===== src/rtl/rc4_pkg.sv =====
// Shared constants and types for the RC4 decrypt path: memory handler selects,
// the plaintext alphabet bounds and the result-reader state encoding.
package rc4_pkg;

   localparam logic [1:0] MEM_SEL_NONE = 2'd0;
   localparam logic [1:0] MEM_SEL_S    = 2'd1;
   localparam logic [1:0] MEM_SEL_ENC  = 2'd2;
   localparam logic [1:0] MEM_SEL_DEC  = 2'd3;

   localparam logic [7:0] CHAR_SPACE = 8'd32;
   localparam logic [7:0] CHAR_LO    = 8'd97;
   localparam logic [7:0] CHAR_HI    = 8'd122;

   typedef enum logic [2:0] {
      RD_IDLE   = 3'd0,
      RD_SETUP  = 3'd1,
      RD_READ   = 3'd2,
      RD_SAMPLE = 3'd3,
      RD_CHECK  = 3'd4,
      RD_SEND   = 3'd5,
      RD_NEXT   = 3'd6,
      RD_DONE   = 3'd7
   } reader_state_e;

endpackage


===== src/rtl/rc4_char_check.sv =====
// Combinational plaintext alphabet test: lower-case letters or space.
// Shared with the decrypt cores so every block agrees on what "readable" means.
module rc4_char_check
   import rc4_pkg::*;
(
   input  logic [7:0] char_in,
   output logic       is_valid
);

   logic is_space;
   logic is_lower;

   assign is_space = (char_in == CHAR_SPACE);
   assign is_lower = (char_in >= CHAR_LO) && (char_in <= CHAR_HI);
   assign is_valid = is_space || is_lower;

endmodule


===== src/rtl/decrypt_result_reader.sv =====
// Reads the decrypted-output RAM back through the memory handler, checks each
// byte against the plaintext alphabet and streams it out on a valid/ready port.
//
// state  | meaning
// IDLE   | waiting for start after reset
// SETUP  | own the memory handler, present address k
// READ   | RAM access in flight (address held)
// SAMPLE | q_data valid, capture into char_out
// CHECK  | grade the byte, raise char_valid
// SEND   | hold char_out until char_ready
// NEXT   | finish on last byte or abort, else advance k
// DONE   | result held until the next start
module decrypt_result_reader
   import rc4_pkg::*;
#(
   parameter int ADDR_W = 8,
   parameter int LEN_W  = 5
) (
   input  logic              clk,
   input  logic              reset,
   input  logic              start,
   input  logic [LEN_W-1:0]  msg_last,
   input  logic              abort,
   input  logic [7:0]        q_data,
   output logic              mem_req,
   output logic [1:0]        memory_sel,
   output logic [ADDR_W-1:0] address,
   output logic [7:0]        char_out,
   output logic              char_valid,
   input  logic              char_ready,
   output logic              done,
   output logic              msg_ok,
   output logic [LEN_W-1:0]  bad_index
);

   reader_state_e    state;
   reader_state_e    state_nxt;
   logic [LEN_W-1:0] k;
   logic [LEN_W-1:0] len;
   logic             byte_ok;
   logic             start_ok;
   logic             finish_now;

   rc4_char_check u_char_check (
      .char_in  (char_out),
      .is_valid (byte_ok)
   );

   assign start_ok   = start && ((state == RD_IDLE) || (state == RD_DONE));
   // Comparing against len (not a wrapped k) lets msg_last = all-ones read every byte once.
   assign finish_now = (k == len) || abort;

   always_comb begin
      state_nxt = state;
      case (state)
         RD_IDLE:   if (start_ok) state_nxt = RD_SETUP;
         RD_SETUP:  state_nxt = RD_READ;
         RD_READ:   state_nxt = RD_SAMPLE;
         RD_SAMPLE: state_nxt = RD_CHECK;
         RD_CHECK:  state_nxt = RD_SEND;
         RD_SEND:   if (char_ready) state_nxt = RD_NEXT;
         RD_NEXT:   state_nxt = finish_now ? RD_DONE : RD_SETUP;
         RD_DONE:   if (start_ok) state_nxt = RD_SETUP;
         default:   state_nxt = RD_IDLE;
      endcase
   end

   always_ff @(posedge clk or negedge reset) begin
      if (!reset) begin
         state <= RD_IDLE;
      end else begin
         state <= state_nxt;
      end
   end

   always_ff @(posedge clk or negedge reset) begin
      if (!reset) begin
         k          <= '0;
         len        <= '0;
         char_out   <= '0;
         char_valid <= 1'b0;
         done       <= 1'b0;
         msg_ok     <= 1'b0;
         bad_index  <= '0;
      end else if (start_ok) begin
         len       <= msg_last;
         k         <= '0;
         msg_ok    <= 1'b1;
         done      <= 1'b0;
         bad_index <= '0;
      end else begin
         case (state)
            RD_SAMPLE: char_out <= q_data;
            RD_CHECK: begin
               // Only the first offending byte is recorded.
               if (!byte_ok && msg_ok) begin
                  msg_ok    <= 1'b0;
                  bad_index <= k;
               end
               char_valid <= 1'b1;
            end
            RD_SEND: begin
               if (char_ready) char_valid <= 1'b0;
            end
            RD_NEXT: begin
               if (finish_now) done <= 1'b1;
               else            k    <= k + LEN_W'(1);
            end
            default: ;
         endcase
      end
   end

   // The handler is owned from SETUP through NEXT; address stays k for the whole byte.
   assign mem_req    = (state != RD_IDLE) && (state != RD_DONE);
   assign memory_sel = mem_req ? MEM_SEL_DEC : MEM_SEL_NONE;
   assign address    = mem_req ? ADDR_W'(k) : '0;

endmodule


===== config.mk =====
export PLATFORM = sky130hd
export DESIGN_NAME = decrypt_result_reader
export DESIGN_NICKNAME = d
export VERILOG_FILES = /design/src/rtl/rc4_pkg.sv /design/src/rtl/rc4_char_check.sv /design/src/rtl/decrypt_result_reader.sv
export SDC_FILE = /design/constraint.sdc
export NUM_CORES = 1
export LEC_CHECK = 0
export CELL_PAD_IN_SITES_DETAIL_PLACEMENT = 0
export CELL_PAD_IN_SITES_GLOBAL_PLACEMENT = 1
export CORE_MARGIN = 8
export CORE_UTILIZATION = 38
export DETAILED_ROUTE_END_ITERATION = 12
export PLACE_DENSITY = 0.88
export REMOVE_ABC_BUFFERS = 1
export SYNTH_ARGS = -nofsm -noshare
export SYNTH_HDL_FRONTEND = slang
export SYNTH_SLANG_ARGS = --single-unit

===== constraint.sdc =====
create_clock -name clk -period 3.9 [get_ports clk]
set_input_delay 0.78 -clock clk [delete_from_list [all_inputs] [get_ports clk]]
set_output_delay 0.78 -clock clk [all_outputs]
set_load 0.1 [all_outputs]

==> metrics.yaml <==
drt:
  drt_iter0_drc: 97
  num_vias: 1134
  drtAntennaViolNets: 0
  vias_per_cell: 4.930
  drc_errors: 0
  drtPass1Iterations: 4
  wl_um: 3344
  wl_per_cell_um: 14.54
global_route:
  grt_overflow: 0
  grt_pass1_wl_um: 5382
  antenna_found_initial: 0
  gr-usage-all-layers_pct: 10.96
  grt_pass1_vias: 1098
  grt_max_degree: 30
clock_tree:
  clockRootBuffer: "clkbuf_8"
  cts_tree: "built"
  clk_pin_slew_ps: 60
  ctsHoldBuffers: 0
  clkLatencyLatePin_ps: 270
  cts_made_buffers: 5
  cts.repair.resized: 0
  cts_sinks: 29
  clockBufferDepth: 2
  htreeDepth: 2
  cts_setup_buffers: 0
timing:
  fin_crit_ps: 2635
  finalSetupViolCount: 0
  final.period_utilization_pct: 67.57
  drv_slew: 0
  clock.fmax_ghz: 0.3795
  relSlewSlack_pct: 33.68
  tightest_slew_ps: 991.7
  rsz0062_at_grt: "false"
  fin_skew_ps: 1.929
  hold_viol: 0
final_layout:
  final_cell_mix: "clkdlybuf4s50_1 (33), dfrtp_1 (29), nand2_1 (18)"
  finish.instance_area_um2: 1984
  utilization_pct: 53.40
  drive_above_1_share_pct: 19.78
  final_nets: 200
  diodes: 0
  final_common_cell: "clkdlybuf4s50_1"
  area_delta_synth_final_pct: 33.84
placed_design:
  finalWeightedCongestion: 0.7689
  portBuffers: 41
  postPlaceCellArea_um2: 1883
  dp_hpwl_um: 2516
run_status:
  status: "complete, no violations"
hold_path:
  min_path_type: "register to register"
  hold_end: "char_valid$_DFFE_PN0P_"
  hold_start: "char_valid$_DFFE_PN0P_"
  holdPathStages: 2
critical_path:
  worstPathCellList: "and2_1 > a21oi_2 > and2_1 > buf_4"
  r2r_slack_ps: 1670
  path_max_fanout: 13
  crit_type: "register to primary output"
  r2r-end: "len[0]$_DFFE_PN0P_"
  cpPeakStageDelay_ps: 500
  cp_common_cell: "and2_1"
  critPathLaunchType: "register"
  worstPathArrival_ps: 1860
  reg2reg_depth: 4
  cp_top_family: "flip-flops"
  worst-path-stages: 4
  crit_buf_inv: 1
  r2r_start: "state[2]$_DFFE_PN0P_"
  critPathSlowestCell: "dfrtp_1"
  endpoint_kind: "primary output"
  cp_data_required_time_ps: 3120
job:
  max-cap-violations: 0
synthesis:
  synth_compound_area_share_pct: 8.354
  synth_mux_area_share_pct: 15.95
  yosys.area_share.simple_pct: 16.46
  yosysSeqAreaShare_pct: 48.95
  avgSynthCellArea_um2: 10.52
  yosys.area.top_type: "dfrtp_1"
  synth-main-ff-cell: "dfrtp_1"
  yosysWarnings: 0
  synth-async-reset-ratio_pct: 100.0
  synth_top_area_share_pct: 48.95
  synth_top_family_by_area: "simple AND/OR/NAND/NOR gates"
  yosysUniqueCellTypes: 34
  yosys.area_share.xor_xnor_pct: 3.544
  synth_edf_count: 0
  synth_cells: 141
  ys_top_cells_by_area: "dfrtp_1 (49%), mux2_2 (9.9%), mux2i_1 (6.1%), nand2_1 (4.6%), xnor2_1 (3.5%)"
  syn_area_um2: 1483
  ys_ff_latch: 29
  synthAdderAreaFrac_pct: 0.8439
die:
  die_x_um: 78.47
  pin_count: 45
  start_util_pct: 39.90
  die-area_um2: 6157
  fp-row-count: 22
  chipHeight_um: 78.47
  core_area_um2: 3716
-- Yosys cell counts, types with 2 or more instances --
library cell / number
a21oi_1: 5
a21oi_2: 2
and2_1: 7
buf_2: 4
buf_4: 5
clkbuf_1: 2
dfrtp_1: 29
inv_1: 5
mux2_2: 13
mux2i_1: 9
nand2_1: 18
nand2b_1: 3
nand3_1: 2
nor2_1: 2
nor3_1: 3
o21ai_0: 7
or2_2: 2
or3_1: 2
xnor2_1: 6
-- final cells by class --
class                   instances  area [µm²]
fillers                       326        1732
clock buffers                   7       96.34
clock inverters                 1       5.005
multi-input cells              98       680.7
repair buffers                 42       397.9
inverters                       5       18.77
well taps                      48       60.06
flip-flops and latches         29       725.7
-- metrics by stage --
step	TNS (ps)	hold WS, ps	setup slack [ps]	instances
after global routing	0	547.5	1158	230
after CTS	0	526.4	1263	230
after detailed placement	0	511.5	1578	222
after floorplan	-8675	484.4	-1033	132
final	0	518.5	1265	230
after global placement	0	494.9	1599	222
-- flip-flops by register name (all words and copies together), names as in the netlist --
name and flops:
state 3, msg_ok 1, len 5, done 1, char_valid 1, bad_index 5
char_out 8, k 5
-- how the worst max path moves through the flow --
stage	startpoint	endpoint	slack, ps
after detailed placement	char_out[1]$_DFFE_PN0P_	char_out[1]	1580
after floorplan	state[2]$_DFFE_PN0P_	address[0]	-1030
after CTS	state[2]$_DFFE_PN0P_	address[0]	1260
final	state[2]$_DFFE_PN0P_	address[0]	1260
after global routing	state[2]$_DFFE_PN0P_	address[3]	1160
after global placement	char_out[1]$_DFFE_PN0P_	char_out[1]	1600
-- kinds of logic after synthesis --
logic type	count (synthesis)
AO/OA/AOI/OAI	20
XOR/XNOR	6
adder cells (fa/ha/maj)	1
buffers and inverters	16
flip-flops	29
multiplexers	22
other	1
AND/OR/NAND/NOR	46
-- worst reg2reg max path, cell delays in order (launching register included) --
cell and delay, ps:
dfrtp_1 500, and2_1 270, a21oi_2 330, nand2b_1 600
mux2_2 410
-- routing by layer --
metal  GRT usage [%]  vias to the layer above  share of wire, %
li1                -                      556                 -
met1           12.25                      552                41
met2           18.06                       24                53
met3           3.531                        2               5.1
met4           6.111                        0               1.5
met5               0                        -                 0
Power is not shown: default switching activity piles up to over one toggle a cycle in this logic, so the estimate is an artifact.
==> edit 1: new RTL, same settings <==
The parameter `ADDR_W` goes from 8 to 6.
--- a/src/rtl/decrypt_result_reader.sv
+++ b/src/rtl/decrypt_result_reader.sv
@@ -13,7 +13,7 @@
 module decrypt_result_reader
    import rc4_pkg::*;
 #(
-   parameter int ADDR_W = 8,
+   parameter int ADDR_W = 6,
    parameter int LEN_W  = 5
 ) (
    input  logic              clk,
Ports: changed (resized address); port bits go from 45 to 43. No check against the original RTL was run, so the function may have changed too.
==> edit 1 against the original RTL <==
- via count fell by 3.1%
- design area fell by 1.3%
- clock skew rose by 0.0048 ns
- sequential cell count did not move
- global-route usage fell by 0.053 points
- wire length fell by 4.9%
- setup slack improved by 0.023 ns
- synthesized area fell by 1.0%
Power is not shown: default switching activity piles up to over one toggle a cycle in this logic, so the estimate is an artifact.
==> edit 1: results (changes against the original RTL) <==
[critical_path]
rrSetupSlack_ns = 1.71  ; +0.04 ns
slowest_stage = dfrtp_1
r2r_cells = 4  ; unchanged
r2r_start = state[2]
slowest_delay_ns = 0.49
reg2reg_to = len[3]
arrival_ns = 1.83  ; -0.03 ns
worstPathMaxFanout = 13  ; unchanged

[logic_synthesis]
synth.most_common_cell = dfrtp_1
synth_seq_area_share_pct = 49.4  ; +0.50 points
async_flop_share_pct = 100  ; unchanged
synthTopCellsByCount = dfrtp_1 (29), nand2_1 (18), mux2_2 (13)
yosys_warnings = 0  ; unchanged
synth_edf_count = 0  ; unchanged
synthTopCellsByArea = dfrtp_1 (49%), mux2_2 (10%), mux2i_1 (6.1%)

[timing]
whs_ns = 0.515  ; -0.00313 ns
worst_slew_pin_slew_ns = 0.997  ; +0.00554 ns
skew_ns = 0.00670  ; +0.00477 ns

[layout]
largest_register_ffs = 8  ; unchanged
final_nets = 198  ; -1.0%
fillers = 345  ; +5.8%
layout-drive-gt1-share_pct = 19.4  ; -0.34 points

[placement]
place.gp.congestion = 0.827  ; +7.5%
hpwl_um = 2400  ; -4.7%
dp_slack_ns = 1.53  ; -0.0457 ns

[grt]
grt_usage_pct = 10.9  ; -0.053 points
antenna_found_initial = 0  ; unchanged
grt_pass1_vias = 1142  ; +4.0%
grt_start_max_net_pins = 30  ; unchanged

[clock_network]
cts_buffers = 5  ; unchanged
cts.reportedPaths.clkPinSlew_ns = 0.06  ; about the same
cts_resized = 0  ; unchanged
cts_max_level = 2  ; unchanged
clockBufferDepth = 2  ; unchanged
root_buffer = clkbuf_8
postCtsSetupRepairBufs = 0  ; unchanged

[worst_hold_path]
min_path_type = reg -> reg
worstHoldPathCells = 2  ; unchanged

[run_status]
status = finished, final reports clean

[drt]
drtIter0Drc = 58  ; -40%
drt-total-wl_um = 3180  ; -4.9%
vias_per_cell = 4.82  ; -2.2%

## edit 1: cell count changes after synthesis
cell | before | now
buf_4 | 5 | 3
## edit 1: metrics by stage
step           setup TNS [ns]  cell area (um^2)  std cells
3_3_place_gp                0              1880        220
6_report                    0              1960        228
2_1_floorplan           -8.68              1420        130
3_5_place_dp                0              1880        220
5_1_grt                     0              1960        228
4_1_cts                     0              1960        228
## edit 1: final cells by class
class	count	area, um^2	area share, %
clock buffers	6	72.6	3.71
clock inverters	2	10.0	0.511
inverters	5	18.8	0.958
multi-input cells	96	673	34.4
flip-flops and latches	29	726	37.1
well taps	48	60.1	3.07
repair buffers	42	398	20.3
## edit 1: worst max path at each step
stage,from,endpoint,slack (ns),cells after the start
final,state[2],address[1],1.29,4
after CTS,char_out[2],char_out[2],1.27,1
after detailed placement,start,len[2],1.53,3
after global placement,done,done,1.58,1
after floorplan,state[2],address[0],-1.03,3
after global routing,state[2],address[1],1.15,4
## edit 1: logic make-up (layout without fill, tap and decap cells)
kind of cell               count (synthesis)  after routing  share of synthesized area (%)
AOI/OAI and AO/OA                         20             20                           8.44
xor gates and xnor gates                   6              6                           3.58
muxes                                     22             22                           16.1
other                                      1              1                          0.256
buffers and inverters                     14             55                           4.69
and+or+nand+nor                           46             46                           16.6
DFF                                       29             29                           49.4
adders and majority gates                  1              1                          0.852
## edit 1: routing by layer
layer  up-vias  part of all wire (%)  global-route usage, %
li1        551                     -                      -
met1       521                    42                   11.2
met2        23                    51                   18.6
met3         4                   6.2                   5.24
met4         0                   1.3                   4.44
met5         -                     0                      0
## edit 1: tightest hold or removal path: stages, from the launching register on
cell     delay, ns
dfrtp_1       0.34
o21ai_0       0.07
o21ai_0       0.06
==> edit 2: new RTL, same flow settings <==
Made on the original files. Re-encode `reader_state_e` (8 states) as one-hot, 8 bits wide.
--- a/src/rtl/rc4_pkg.sv
+++ b/src/rtl/rc4_pkg.sv
@@ -11,15 +11,15 @@
    localparam logic [7:0] CHAR_LO    = 8'd97;
    localparam logic [7:0] CHAR_HI    = 8'd122;
 
-   typedef enum logic [2:0] {
-      RD_IDLE   = 3'd0,
-      RD_SETUP  = 3'd1,
-      RD_READ   = 3'd2,
-      RD_SAMPLE = 3'd3,
-      RD_CHECK  = 3'd4,
-      RD_SEND   = 3'd5,
-      RD_NEXT   = 3'd6,
-      RD_DONE   = 3'd7
+   typedef enum logic [7:0] {
+      RD_IDLE   = 8'b00000001,
+      RD_SETUP  = 8'b00000010,
+      RD_READ   = 8'b00000100,
+      RD_SAMPLE = 8'b00001000,
+      RD_CHECK  = 8'b00010000,
+      RD_SEND   = 8'b00100000,
+      RD_NEXT   = 8'b01000000,
+      RD_DONE   = 8'b10000000
    } reader_state_e;
 
 endpackage
Formal check against the unedited RTL: no difference found for any inputs over 10 cycles, from zero or initial values and one cycle with reset low; not proved beyond that.
==> edit 2 against the original RTL <==
- via count rose by 20%
- core utilization is 2.4 points lower
- sequential cell count increased by 5
- first-iteration DRC count is 11% higher
- largest cell class is now multi-input gates
- design area rose by 20%
- synthesized area rose by 25%
- wire length increased by 24%
- die area rose by 19%
- setup slack lost 0.049 ns
==> edit 2: results (changes against the original RTL) <==
[run_status]
status = finished, final reports clean

[critical_path]
worstPathMaxFanout = 7  ; -6
slowest_stage = clkdlybuf4s50_1
r2r_cells = 5  ; +1
cp_top_family = buffers and inverters
slowest_delay_ns = 1.17  ; +0.67 ns
rrSetupSlack_ns = 1.90  ; +0.23 ns
arrival_ns = 1.90  ; +0.04 ns
cp-endpoint = char_out[6]
reg2reg_to = len[3]
critPathLaunch = char_out[6]
r2r_start = state[1]

[placement]
io_buffers = 41  ; unchanged
place.gp.congestion = 0.772  ; +0.46%
dp.cells = 257  ; +16%
hpwl_um = 3130  ; +24%

[worst_hold_path]
worstHoldPathCells = 1  ; -1
min_path_type = reg -> reg

[grt]
grt_pass1_vias = 1420  ; +29%
grt_usage_pct = 11.9  ; +0.89 points
grt_start_max_net_pins = 35  ; +17%
antenna_found_initial = 0  ; unchanged
grt_pass1_wl_um = 6910  ; +28%

[power_and_ir_drop]
switching_share_pct = 50.1
p_leak_nw = 1.09
ir_drop_v = 0.000668

[clock_network]
root_buffer = clkbuf_8
cts_max_level = 2  ; unchanged
clock_latency_ns = 0.29  ; +0.02 ns
cts.reportedPaths.clkPinSlew_ns = 0.07
cts_resized = 0  ; unchanged
clockBufferDepth = 2  ; unchanged
cts_buffers = 5  ; unchanged

[logic_synthesis]
ys_types = 46  ; +35%
postSynthAreaPerCell_um2 = 11.0  ; +4.5%
synth_seq_area_share_pct = 46.1  ; -2.8 points
async_flop_share_pct = 100  ; unchanged
yosys_most_used_dff = dfrtp_1
synthTopCellsByCount = dfrtp_1 (33), nor2_1 (16), o21ai_0 (16)
synthTopCellsByArea = dfrtp_1 (45%), mux2_4 (6.5%), mux2i_1 (5.4%)

[timing]
skew_ns = 0.00518  ; +0.00325 ns
relSlewSlack_pct = 33.1  ; -0.56 points

[drt]
wl_per_cell_um = 15.6  ; +7.4%
drt-total-wl_um = 4140  ; +24%
vias_per_cell = 5.14  ; +4.2%
firstDrtPassIters = 4  ; unchanged
ant_nets = 0  ; unchanged
drtIter0Drc = 108  ; +11%

[layout]
antennaDiodeCount = 0  ; unchanged
largestRegisters = char_out x8, state x8
final_nets = 229  ; +14%
layout-drive-gt1-share_pct = 17.5  ; -2.2 points
fillers = 416  ; +28%

==> edit 2: cells by family (layout without fill, tap and decap cells) <==
kind of cell | after synthesis | in the layout | share of synthesized area [%]
DFF | 34 | 34 | 46.1
muxes | 23 | 23 | 15.0
and+or+nand+nor | 45 | 45 | 14.9
AOI/OAI and AO/OA | 35 | 35 | 13.4
buffers and inverters | 23 | 64 | 6.84
xor gates and xnor gates | 6 | 6 | 2.85
adders and majority gates | 1 | 1 | 0.677
other | 1 | 3 | 0.203
==> edit 2: routing by layer <==
metal	GRT usage, %	vias to the layer above	part of all wire (%)
met4	4.46	0	1.6
met3	3.82	5	4.9
met5	0	-	0
met1	14.2	653	44
met2	19.3	35	49
li1	-	668	-
==> edit 2: worst min-delay path by stage <==
stage            from      endpoint  slack (ns)
6_report       len[1]        len[1]        0.51
5_1_grt        len[4]        len[4]        0.52
4_1_cts        len[1]        len[1]        0.52
3_5_place_dp   len[1]        len[1]        0.50
3_3_place_gp   len[4]        len[4]        0.49
2_1_floorplan   reset  bad_index[0]        0.48
==> edit 2: cell type report <==
| cell class | instances | area [um^2] | area share (%) |
|---|---|---|---|
| inverters | 14 | 55.1 | 2.30 |
| repair buffers | 42 | 398 | 16.6 |
| multi-input cells | 113 | 876 | 36.6 |
| clock buffers | 6 | 82.6 | 3.45 |
| clock inverters | 2 | 60.1 | 2.51 |
| flip-flops and latches | 34 | 852 | 35.6 |
| well taps | 54 | 67.6 | 2.83 |
==> edit 2: worst reg2reg max path: cells and delay by family, from the launching register on <==
family	cells	cell delay [ns]
DFF	1	0.42
and+or+nand+nor	3	0.94
muxes	1	0.35
buffers and inverters	1	0.16
==> edit 2: metrics by stage <==
| stage | worst slack, ns | cell area (um^2) | hold slack, ns |
|---|---|---|---|
| floorplan | 0.945 | 1780 | 0.478 |
| global placement | 1.54 | 2250 | 0.491 |
| finish | 1.22 | 2390 | 0.508 |
| CTS | 1.22 | 2390 | 0.516 |
| global route | 1.16 | 2390 | 0.522 |
| detailed placement | 1.54 | 2250 | 0.501 |
==> edit 2: power by group through the flow <==
stage	Clock, mW	Combinational (mW)	Sequential (mW)
6_report	0.404	1.09	0.528
5_1_grt	0.428	1.14	0.541
4_1_cts	0.409	1.09	0.527
3_5_place_dp	0	1.09	0.533
3_3_place_gp	0	1.08	0.529
2_1_floorplan	0	0.540	0.839
